==> src/rtl/mem_data_access.sv <==
// mem_data_access: MEM-stage data memory access controller.
// Issues one request per load/store over an addr_ok/data_ok handshake bus,
// holds the pipeline while the access is in flight and returns the aligned,
// sign/zero-extended load result together with a one-cycle ld_valid pulse.
// Optional feature: define MEM_ALIGN_CHECK_EN to trap misaligned halfword and
// word accesses as adel/ades in IDLE instead of putting them on the bus.
module mem_data_access (
  input  logic        clk,
  input  logic        resetn,
  input  logic        mem_valid,
  input  logic        mem_data_en,
  input  logic [3:0]  mem_data_ren,
  input  logic [3:0]  mem_data_wen,
  input  logic [31:0] mem_addr,
  input  logic [31:0] mem_wdata,
  input  logic        mem_loadX,
  input  logic        flush,
  output logic        stall_out,
  output logic [31:0] ld_data,
  output logic        ld_valid,
  output logic        data_req,
  output logic        data_wr,
  output logic [1:0]  data_size,
  output logic [31:0] data_addr,
  output logic [31:0] data_wdata,
  output logic [3:0]  data_wstrb,
  input  logic        data_addr_ok,
  input  logic        data_data_ok,
  input  logic [31:0] data_rdata,
  output logic        adel,
  output logic        ades
);

  typedef enum logic [2:0] {
    IDLE   = 3'd0,
    ADDR   = 3'd1,
    DATA   = 3'd2,
    DONE   = 3'd3,
    CANCEL = 3'd4
  } state_t;

  state_t      state_q, state_d;
  logic        cancel_pend_q, cancel_pend_d;
  logic [31:0] addr_q, addr_d;
  logic [31:0] wdata_q, wdata_d;
  logic [3:0]  wstrb_q, wstrb_d;
  logic        wr_q, wr_d;
  logic        rd_q, rd_d;
  logic [1:0]  size_q, size_d;
  logic        loadx_q, loadx_d;
  logic [31:0] ld_data_q, ld_data_d;

  logic [3:0]  lane_mask;
  logic [1:0]  size_in;
  logic        wr_in;
  logic        rd_in;
  logic        access_in;
  logic        misalign_in;
  logic        issue;
  logic [7:0]  byte_sel;
  logic [15:0] half_sel;
  logic [31:0] ld_ext;

  // Decode the incoming instruction: access width from the lane pattern,
  // direction from the enables, and whether it may be issued this cycle.
  always_comb begin
    lane_mask = mem_data_ren | mem_data_wen;
    wr_in     = |mem_data_wen;
    rd_in     = |mem_data_ren;
    access_in = mem_valid & mem_data_en & ~flush;
    case (lane_mask)
      4'b0001, 4'b0010, 4'b0100, 4'b1000: size_in = 2'd0;
      4'b0011, 4'b1100:                   size_in = 2'd1;
      default:                            size_in = 2'd2;
    endcase
  end

`ifdef MEM_ALIGN_CHECK_EN
  // Halfwords need an even address, words a 4-byte aligned one.
  assign misalign_in = ((size_in == 2'd1) & mem_addr[0]) |
                       ((size_in == 2'd2) & (mem_addr[1:0] != 2'b00));
`else
  // Misaligned accesses go to the bus exactly as presented.
  assign misalign_in = 1'b0;
`endif

  assign issue = access_in & ~misalign_in;

  // Pick the addressed lane out of the returned word and extend it.
  always_comb begin
    case (addr_q[1:0])
      2'd0:    byte_sel = data_rdata[7:0];
      2'd1:    byte_sel = data_rdata[15:8];
      2'd2:    byte_sel = data_rdata[23:16];
      default: byte_sel = data_rdata[31:24];
    endcase
    half_sel = addr_q[1] ? data_rdata[31:16] : data_rdata[15:0];
    case (size_q)
      2'd0:    ld_ext = loadx_q ? {24'h0, byte_sel} : {{24{byte_sel[7]}}, byte_sel};
      2'd1:    ld_ext = loadx_q ? {16'h0, half_sel} : {{16{half_sel[15]}}, half_sel};
      default: ld_ext = data_rdata;
    endcase
  end

  // Next-state logic: handshake sequencing, cancel tracking, request capture.
  always_comb begin
    state_d       = state_q;
    cancel_pend_d = cancel_pend_q;
    addr_d        = addr_q;
    wdata_d       = wdata_q;
    wstrb_d       = wstrb_q;
    wr_d          = wr_q;
    rd_d          = rd_q;
    size_d        = size_q;
    loadx_d       = loadx_q;
    ld_data_d     = ld_data_q;
    case (state_q)
      IDLE: begin
        if (issue) begin
          state_d       = ADDR;
          cancel_pend_d = 1'b0;
          addr_d        = mem_addr;
          wdata_d       = mem_wdata;
          wstrb_d       = mem_data_wen;
          wr_d          = wr_in;
          rd_d          = rd_in;
          size_d        = size_in;
          loadx_d       = mem_loadX;
        end
      end
      ADDR: begin
        // The request cannot be withdrawn once raised; a flush only
        // remembers that the data phase must be thrown away.
        if (data_addr_ok) begin
          state_d       = (cancel_pend_q | flush) ? CANCEL : DATA;
          cancel_pend_d = 1'b0;
        end else if (flush) begin
          cancel_pend_d = 1'b1;
        end
      end
      DATA: begin
        if (data_data_ok) begin
          ld_data_d = ld_ext;
          // Data landing in the same cycle as a flush is already drained.
          state_d   = flush ? IDLE : DONE;
        end else if (flush) begin
          state_d = CANCEL;
        end
      end
      DONE: begin
        state_d = IDLE;
      end
      CANCEL: begin
        if (data_data_ok) begin
          state_d = IDLE;
        end
      end
      default: begin
        state_d = IDLE;
      end
    endcase
  end

  // State and captured-request registers with synchronous active-low reset.
  always_ff @(posedge clk) begin
    if (!resetn) begin
      state_q       <= IDLE;
      cancel_pend_q <= 1'b0;
      addr_q        <= 32'h0;
      wdata_q       <= 32'h0;
      wstrb_q       <= 4'h0;
      wr_q          <= 1'b0;
      rd_q          <= 1'b0;
      size_q        <= 2'd0;
      loadx_q       <= 1'b0;
      ld_data_q     <= 32'h0;
    end else begin
      state_q       <= state_d;
      cancel_pend_q <= cancel_pend_d;
      addr_q        <= addr_d;
      wdata_q       <= wdata_d;
      wstrb_q       <= wstrb_d;
      wr_q          <= wr_d;
      rd_q          <= rd_d;
      size_q        <= size_d;
      loadx_q       <= loadx_d;
      ld_data_q     <= ld_data_d;
    end
  end

  // Pipeline stall, bus request and load completion, all forced low in reset.
  always_comb begin
    stall_out = 1'b0;
    data_req  = 1'b0;
    ld_valid  = 1'b0;
    if (resetn) begin
      case (state_q)
        IDLE, CANCEL: stall_out = issue;
        ADDR: begin
          stall_out = 1'b1;
          data_req  = 1'b1;
        end
        DATA:    stall_out = 1'b1;
        DONE:    ld_valid  = rd_q & ~flush;
        default: stall_out = 1'b0;
      endcase
    end
  end

`ifdef MEM_ALIGN_CHECK_EN
  // Address-error pulses while the misaligned instruction sits in IDLE.
  always_comb begin
    adel = resetn & (state_q == IDLE) & access_in & misalign_in & ~wr_in;
    ades = resetn & (state_q == IDLE) & access_in & misalign_in & wr_in;
  end
`else
  assign adel = 1'b0;
  assign ades = 1'b0;
`endif

  assign data_wr    = wr_q;
  assign data_size  = size_q;
  assign data_addr  = addr_q;
  assign data_wdata = wdata_q;
  assign data_wstrb = wstrb_q;
  assign ld_data    = ld_data_q;

endmodule

==> config.mk <==
export PLATFORM = sky130hd
export DESIGN_NAME = mem_data_access
export DESIGN_NICKNAME = d
export VERILOG_FILES = /design/src/rtl/mem_data_access.sv
export SDC_FILE = /design/constraint.sdc
export NUM_CORES = 1
export LEC_CHECK = 0
export CAP_MARGIN = 20
export CORE_MARGIN = 2
export CORE_UTILIZATION = 24
export CTS_CLUSTER_DIAMETER = 120
export DETAILED_ROUTE_END_ITERATION = 16
export SLEW_MARGIN = 20
export SYNTH_ARGS = -nofsm -noshare
export SYNTH_HDL_FRONTEND = slang
export SYNTH_SLANG_ARGS = --single-unit
==> constraint.sdc <==
create_clock -name clk -period 3.51 [get_ports clk]
set_input_delay 0.5265 -clock clk [delete_from_list [all_inputs] [get_ports clk]]
set_output_delay 0.5265 -clock clk [all_outputs]
set_load 0.1 [all_outputs]
==> impl_metrics.toml, run 1 <==
[logic_synthesis]
synth.top_cells.by_area = "sky130_fd_sc_hd__dfxtp_1, sky130_fd_sc_hd__nand2_1, sky130_fd_sc_hd__a21oi_1"
yosysUniqueCellTypes = 44
synth_enable_flop_cells = 0
synth.cell_area_um2 = 4540
postSynth.topFlopCell = "sky130_fd_sc_hd__dfxtp_1"
avgSynthCellArea_um2 = 7.95
ys_ff_latch = 109
synth.yosys.seq_area_share = 0.481
warning_count_from_the_yosys_run = 0
netlist.area_leader.share = 0.481
syn_inst = 571
cell_taking_the_most_area_after_synthesis = "sky130_fd_sc_hd__dfxtp_1"
async_reset_ff_frac = 0

[place]
io_buffer_count = 217
hpwlAfterDp_mm = 10.5
place_worst_setup_slack_ps = 768
gpl.final_weighted_congestion = 0.751

[global_routing]
grt-ovfl-total = 0
grt_pass1_vias = 4285
grtUsageTotal = 0.143
grt_max_degree = 75
grt_first_pass_wirelength_mm = 22.9
antenna_found_initial = 0

[routing]
postRouteWirelength_mm = 14.8
vias_per_cell = 4.63
drtIter0Drc = 203
detailroute.via_count = 4639
route.detailed.wl_per_inst_um = 14.8
drt_first_pass_iters = 4
ant_nets = 0
route.detailed.drc = 0

[floorplan]
floorplan.core_area_um2 = 18600
rows = 50
die_width_um = 141
io-pin-count = 220
initial_utilization = 0.243
die_outline_area_um2 = 20000
dieHeight_um = 141

[critical_path]
path_max_fanout = 5
regToRegStartpoint = "data_size[0]"
count_of_buffer_and_inverter_cells_on_the_critical_path = 1
end_kind = "output pin"
crit_path_cell_trace = "clkdlybuf4s50_1"
cp-startpoint = "data_addr[0]"
crit_path_start_kind = "flip-flop"
criticalPathCategory = "flip-flop to output pin"
critPathSlowestCell = "sky130_fd_sc_hd__clkdlybuf4s50_1"
critPathRequiredTime_ps = 2980
cp.depth = 1
cp_top_family = "buffers and inverters"
worst_path_largest_cell_delay_ps = 1170
timing.critical_path.arrival_ps = 1920
r2r_cells = 4

[clock_network]
cts-hold-fix-buffers = 0
buffer_levels_on_the_longest_clock_path = 2
cts.htree.levels = 3
cts_num_sinks = 109
post-cts-setup-buffer-count = 0
post_cts_resize_count = 0
numCtsBuffers = 9
path_clk_slew_ps = 70
tritoncts = "yes"
cts_root_buffer = "sky130_fd_sc_hd__clkbuf_16"
worst_skew_pair.late_latency_ps = 350

[power]
p_per_area_nw_per_um2 = 413
total_switching_power_mw = 0.857
power.share.combinational = 0.195
fraction_of_power_spent_switching_nets = 0.290
ir_drop_v = 0.000200
sequentialPowerShare = 0.437
power.clock.fraction = 0.368
p_leak_nw = 2.41
intPower_mw = 2.10

[finish]
finish.net_count = 876
num_antenna_cells = 0
commonest_non_fill_non_tap_cell_in_the_layout = "sky130_fd_sc_hd__clkdlybuf4s50_1"
mostFrequentLayoutCells = "sky130_fd_sc_hd__clkdlybuf4s50_1, sky130_fd_sc_hd__nand2_1, sky130_fd_sc_hd__dfxtp_1"
final_layout_size_suffix_gt1_frac = 0.0625
layout.filler_cells = 1891
layout-area-overhead-vs-synth_pct = 57.8

[timing]
rel_slew_slack = 0.318
finalMaxSlewViolations = 0
fmaxAchievable_mhz = 409
finalSetupTns_ps = 0
timing.final.crit_period_ps = 2440
tightestPinTransition_ps = 1020
finalHoldViolations = 0
setup_clock_skew_after_layout_ps = 11.9
final.period_utilization = 0.697
setup_ws_ps = 1070
setup_viol_count_final = 0
grt_setup_unrepaired = "no"

[hold_path]
min_path_cells = 2
hp-class = "flip-flop to flip-flop"
hold_path.startpoint = "data_wdata[11]"

[run_status]
run_status = "finished, final reports clean"

[run]
max_cap_viol_count = 0
final cells by class:
class / instances / area [µm²] / share of cell area
well taps: 234 / 293 / 0.0409
repair buffers: 229 / 2290 / 0.321
multi-input cells: 413 / 2080 / 0.290
clock inverters: 4 / 73.8 / 0.0103
clock buffers: 11 / 233 / 0.0325
inverters: 2 / 7.51 / 0.00105
flip-flops and latches: 109 / 2180 / 0.305
through the flow:
step	hold WS, ps	instance area (µm²)	cells	power [mW]	util
floorplan	437	4540	572	1.67	-
global placement	441	6850	987	1.90	0.368
detailed placement	446	6850	987	1.90	0.368
CTS	456	7160	1002	3.00	0.384
global route	470	7160	1002	3.09	0.384
finish	454	7160	1002	2.95	0.384
cell families (layout without fill, tap and decap cells):
group | count (synthesis) | count (layout) | share of synthesized area
multiplexers | 3 | 3 | 0.00662
AND/OR/NAND/NOR | 224 | 224 | 0.217
other | 1 | 2 | 0.000827
AO/OA/AOI/OAI | 183 | 183 | 0.230
flip-flops | 109 | 109 | 0.481
buffers and inverters | 50 | 246 | 0.0626
XOR/XNOR | 1 | 1 | 0.00193
state kept, by name, indices dropped and copies added (netlist names):
name and count:
data_addr 32, loadx_q 1, data_wstrb 4, cancel_pend_q 1
data_wdata 32, data_wr 1, data_size 2, rd_q 1
ld_data 32, state_q 3
worst paths after layout:
check	to	slack, ps
worst max-delay path	data_addr[0]	1070
worst min-delay path	data_wdata[11]	450
worst max register to register	ld_data[5]	1320
worst min register to register	data_wdata[11]	450
power by group through the flow:
stage | Sequential [mW] | Clock, mW | Combinational (mW)
after floorplan | 1.52 | 0 | 0.147
after global placement | 1.32 | 0 | 0.578
after detailed placement | 1.32 | 0 | 0.578
after CTS | 1.29 | 1.13 | 0.579
after global routing | 1.30 | 1.19 | 0.605
final | 1.29 | 1.09 | 0.576
per-layer routing:
metal,global-route usage,part of all wire,wire [µm]
met5,0,0,0
met4,0.0358,0.0077,114
met3,0.0533,0.076,1120
met2,0.230,0.46,6880
met1,0.182,0.45,6690
cells in the mapped netlist (8+ instances only):
library cell	n
sky130_fd_sc_hd__a21oi_1	107
sky130_fd_sc_hd__buf_2	8
sky130_fd_sc_hd__dfxtp_1	109
sky130_fd_sc_hd__o21ai_0	36
sky130_fd_sc_hd__nor2_1	9
sky130_fd_sc_hd__nand3b_1	8
sky130_fd_sc_hd__a31oi_1	8
sky130_fd_sc_hd__nand3_1	15
sky130_fd_sc_hd__nand2_1	167
sky130_fd_sc_hd__buf_4	9
sky130_fd_sc_hd__clkbuf_1	23
(Power assumes the default switching activity.)
==> run 2: changes to the inputs <==
==> constraint.sdc (replaced) <==
create_clock -name clk -period 2.3 [get_ports clk]
set_input_delay 0.345 -clock clk [delete_from_list [all_inputs] [get_ports clk]]
set_output_delay 0.345 -clock clk [all_outputs]
set_load 0.1 [all_outputs]
==> impl_metrics.toml, run 2 (same netlist as run 1, synthesis figures left out) <==
[clock_network]
post_cts_resize_count = 0
cts_root_buffer = "sky130_fd_sc_hd__clkbuf_16"
numCtsBuffers = 9
buffer_levels_on_the_longest_clock_path = 2
cts_num_sinks = 109
tritoncts = "yes"
cts.htree.levels = 3
post-cts-setup-buffer-count = 0
worst_skew_pair.late_latency_ps = 350
path_clk_slew_ps = 70
cts-hold-fix-buffers = 0

[power]
p_per_area_nw_per_um2 = 632
p_leak_nw = 2.66
ir_drop_v = 0.000316

[global_routing]
grt-ovfl-total = 0
grt_pass1_vias = 4439
antenna_found_initial = 0
grt_max_degree = 49
grt_first_pass_wirelength_mm = 23.7
grtUsageTotal = 0.148

[critical_path]
r2r_cells = 4
path_max_fanout = 13
critPathSlowestCell = "sky130_fd_sc_hd__dfxtp_1"
criticalPathCategory = "flip-flop to output pin"
worst_r2r_endpoint = "data_wdata[11]"
end_kind = "output pin"
timing.reg2reg.setup_slack_ps = 530
critPathRequiredTime_ps = 1960
worst_path_largest_cell_delay_ps = 610
crit_path_cell_trace = "nand2b_1 -> a21oi_1 -> o21a_1 -> buf_12"
timing.critical_path.arrival_ps = 1700
crit_path_start_kind = "flip-flop"
regToRegStartpoint = "state_q[2]"

[hold_path]
whs_endpoint = "data_wdata[9]"
min_path_cells = 2
hp-class = "flip-flop to flip-flop"
hold_path.startpoint = "data_wdata[9]"

[finish]
instances_no_fill = 1011
stdcell_area_um2 = 7040
final_layout_size_suffix_gt1_frac = 0.202
layout-area-overhead-vs-synth_pct = 55.2
finish.net_count = 884
commonest_non_fill_non_tap_cell_in_the_layout = "sky130_fd_sc_hd__nand2_1"
num_antenna_cells = 0
mostFrequentLayoutCells = "sky130_fd_sc_hd__nand2_1, sky130_fd_sc_hd__buf_4, sky130_fd_sc_hd__clkdlybuf4s50_1"

[timing]
tightestPinTransition_ps = 555
setup_clock_skew_after_layout_ps = 9.13
timing.final.crit_period_ps = 2040
final.period_utilization = 0.888
rel_slew_slack = 0.629
setup_ws_ps = 257
hold_ws_ps = 456
fmaxAchievable_mhz = 490
grt_setup_unrepaired = "no"
setup_viol_count_final = 0
finalHoldViolations = 0
finalMaxSlewViolations = 0
finalSetupTns_ps = 0

[run_status]
run_status = "finished, final reports clean"

[place]
placement.cell_area_um2 = 6750
place_inst = 995
place_worst_setup_slack_ps = 154
gpl.final_weighted_congestion = 0.765
hpwlAfterDp_mm = 10.8
io_buffer_count = 217

[routing]
route.detailed.drc = 0
drt_first_pass_iters = 5
drtIter0Drc = 237
detailroute.via_count = 4762
vias_per_cell = 4.71
postRouteWirelength_mm = 15.1
ant_nets = 0
route.detailed.wl_per_inst_um = 15.0

[floorplan]
floorplan.core_area_um2 = 18600
die_outline_area_um2 = 20000
die_width_um = 141
initial_utilization = 0.243
dieHeight_um = 141
rows = 50
io-pin-count = 220

[run]
max_cap_viol_count = 0
[run 2: critical path: cells and delay by family, from the launching register on]
| family | cells | cell delay [ps] |
|---|---|---|
| AOI/OAI and AO/OA | 2 | 350 |
| and+or+nand+nor | 1 | 200 |
| buffers and inverters | 1 | 180 |
| DFF | 1 | 610 |
[run 2: area by class of cell]
cell class	instances	area [µm²]
clock buffers	12	246
clock inverters	4	47.5
fillers	1956	11600
inverters	2	7.51
multi-input cells	413	2080
flip-flops and latches	109	2180
well taps	234	293
repair buffers	237	2180
[run 2: through the flow]
stage | total power [mW] | util
4_1_cts | 4.52 | 0.378
3_5_place_dp | 2.90 | 0.362
2_1_floorplan | 2.55 | -
6_report | 4.45 | 0.378
5_1_grt | 4.64 | 0.378
3_3_place_gp | 2.90 | 0.362
[run 2: worst max path at each step]
stage	start	to	slack [ps]
6_report	state_q[0]	stall_out	260
5_1_grt	state_q[0]	stall_out	120
4_1_cts	state_q[0]	stall_out	250
3_5_place_dp	mem_valid	data_wdata[19]	150
3_3_place_gp	mem_valid	data_wdata[4]	170
2_1_floorplan	state_q[0]	data_req	90
[run 2: where the power goes]
group	leakage (nW)	total (mW)	switching, mW	internal (mW)
clock	0.143	1.60	0.724	0.874
combinational	1.63	0.889	0.575	0.314
sequential	0.883	1.97	0.0313	1.93
total	2.66	4.45	1.33	3.12
[run 2: metal layers]
metal	global-route usage	vias up	share of wire
li1	-	2358	-
met1	0.188	2211	0.44
met2	0.239	172	0.47
met3	0.0402	21	0.071
met4	0.0579	0	0.020
met5	0	-	0
==> run 3: changes to the inputs <==
--- a/config.mk
+++ b/config.mk
@@ -6,6 +6,7 @@
 export NUM_CORES = 1
 export LEC_CHECK = 0
 export CAP_MARGIN = 20
+export CORE_ASPECT_RATIO = 0.6
 export CORE_MARGIN = 2
 export CORE_UTILIZATION = 24
 export CTS_CLUSTER_DIAMETER = 120
==> impl_metrics.toml, run 3 (same netlist as run 1, synthesis figures left out) <==
[critical_path]
cp.depth = 4
r2r_cells = 4
crit_path_start_kind = "flip-flop"
timing.reg2reg.setup_slack_ps = 500
cp-startpoint = "state_q[0]"
criticalPathCategory = "flip-flop to output pin"
crit_path_cell_trace = "nand2b_1 -> a21oi_1 -> o21a_1 -> buf_12"
timing.critical_path.arrival_ps = 1720
count_of_buffer_and_inverter_cells_on_the_critical_path = 1
critPathCapture = "stall_out"
critPathRequiredTime_ps = 1960
end_kind = "output pin"
cp_top_family = "flip-flops"
path_max_fanout = 13
critPathSlowestCell = "sky130_fd_sc_hd__dfxtp_1"
worst_r2r_endpoint = "ld_data[14]"
regToRegStartpoint = "data_addr[1]"
worst_path_largest_cell_delay_ps = 620

[clock_network]
cts.htree.levels = 3
post-cts-setup-buffer-count = 0
cts_root_buffer = "sky130_fd_sc_hd__clkbuf_16"
worst_skew_pair.late_latency_ps = 350
cts-hold-fix-buffers = 0
tritoncts = "yes"
numCtsBuffers = 9
path_clk_slew_ps = 70
buffer_levels_on_the_longest_clock_path = 2
post_cts_resize_count = 0
cts_num_sinks = 109

[timing]
final.period_utilization = 0.900
hold_ws_ps = 457
finalHoldViolations = 0
finalMaxSlewViolations = 0
timing.final.crit_period_ps = 2070
tightestPinTransition_ps = 635
finalSetupTns_ps = 0
setup_clock_skew_after_layout_ps = 15.0
setup_viol_count_final = 0
fmaxAchievable_mhz = 483
rel_slew_slack = 0.575
grt_setup_unrepaired = "no"

[finish]
final_layout_size_suffix_gt1_frac = 0.203
multi_input_area_um2 = 2080
finish.net_count = 883
stdcell_area_um2 = 7060
layout.filler_cells = 1909
seqCellArea_um2 = 2180
num_antenna_cells = 0
commonest_non_fill_non_tap_cell_in_the_layout = "sky130_fd_sc_hd__nand2_1"
layout-area-overhead-vs-synth_pct = 55.7
mostFrequentLayoutCells = "sky130_fd_sc_hd__nand2_1, sky130_fd_sc_hd__buf_4, sky130_fd_sc_hd__clkdlybuf4s50_1"

[global_routing]
grtUsageTotal = 0.153
grt_max_degree = 53
grt_pass1_vias = 4464
grt-ovfl-total = 0
antenna_found_initial = 0
grt_first_pass_wirelength_mm = 24.4

[floorplan]
dieHeight_um = 111
io-pin-count = 220
rows = 38
die_outline_area_um2 = 20100
die_width_um = 182
floorplan.core_area_um2 = 18300
initial_utilization = 0.248

[hold_path]
hp-class = "flip-flop to flip-flop"
min_path_cells = 2

[power]
p_leak_nw = 2.67
intPower_mw = 3.13
ir_drop_v = 0.000356
power.share.combinational = 0.199
power.clock.fraction = 0.363
p_per_area_nw_per_um2 = 636
fraction_of_power_spent_switching_nets = 0.302
sequentialPowerShare = 0.438
total_switching_power_mw = 1.36

[routing]
postRouteWirelength_mm = 16.1
drt_first_pass_iters = 5
detailroute.via_count = 4737
route.detailed.wl_per_inst_um = 15.8
ant_nets = 0
route.detailed.drc = 0
vias_per_cell = 4.67
drtIter0Drc = 336

[place]
gpl.final_weighted_congestion = 0.848
io_buffer_count = 217
placement.cell_area_um2 = 6760
hpwlAfterDp_mm = 11.9

[run]
max_cap_viol_count = 0

[run_status]
run_status = "finished, final reports clean"
## run 3: changes by cell type in the layout (fill, tap and decap cells not counted), moves of 2 or more
cell | before | now
sky130_fd_sc_hd__clkbuf_1 | 2 | 0
sky130_fd_sc_hd__buf_4 | 116 | 114
sky130_fd_sc_hd__clkinv_2 | 2 | 0
sky130_fd_sc_hd__clkinv_4 | 0 | 2
## run 3: worst min-delay path by stage
stage	to	from	slack [ps]
floorplan	loadx_q	loadx_q	440
global placement	data_wdata[19]	data_wdata[19]	440
detailed placement	data_wdata[18]	data_wdata[18]	450
CTS	data_wdata[18]	data_wdata[18]	460
global route	data_wdata[30]	data_wdata[30]	480
finish	data_wdata[28]	data_wdata[28]	460
## run 3: worst reg2reg max path: stages, from the launching register on
cell and delay (ps):
sky130_fd_sc_hd__dfxtp_1 500, sky130_fd_sc_hd__buf_4 310, sky130_fd_sc_hd__nor2b_1 470, sky130_fd_sc_hd__a32oi_1 210, sky130_fd_sc_hd__a31oi_1 230
## run 3: cell type report
| class | instances | share of cell area |
|---|---|---|
| clock inverter | 5 | 0.00956 |
| timing repair buffer | 236 | 0.310 |
| sequential | 109 | 0.309 |
| inverter | 2 | 0.00106 |
| multi-input combinational | 413 | 0.295 |
| tap | 240 | 0.0425 |
| clock buffer | 10 | 0.0338 |
## run 3: power groups by stage
stage | combinational (mW) | sequential, mW | clock (mW)
2_1_floorplan | 0.225 | 2.32 | 0
4_1_cts | 0.897 | 1.97 | 1.70
3_3_place_gp | 0.896 | 2.01 | 0
3_5_place_dp | 0.894 | 2.01 | 0
5_1_grt | 0.939 | 1.98 | 1.76
6_report | 0.894 | 1.97 | 1.63
## run 3: layer usage
metal	wire length [µm]	track usage	vias up
li1	-	-	2350
met1	7940	0.218	2191
met2	6450	0.220	186
met3	1570	0.0587	10
met4	95	0.0266	0
met5	0	0	-
## run 3: per-stage QoR
stage	std cells	util	setup WS, ps	total power [mW]
floorplan	572	-	94.6	2.55
global placement	1000	0.369	167	2.91
detailed placement	1000	0.369	130	2.91
CTS	1015	0.386	230	4.56
global route	1015	0.386	49.1	4.68
finish	1015	0.386	231	4.49
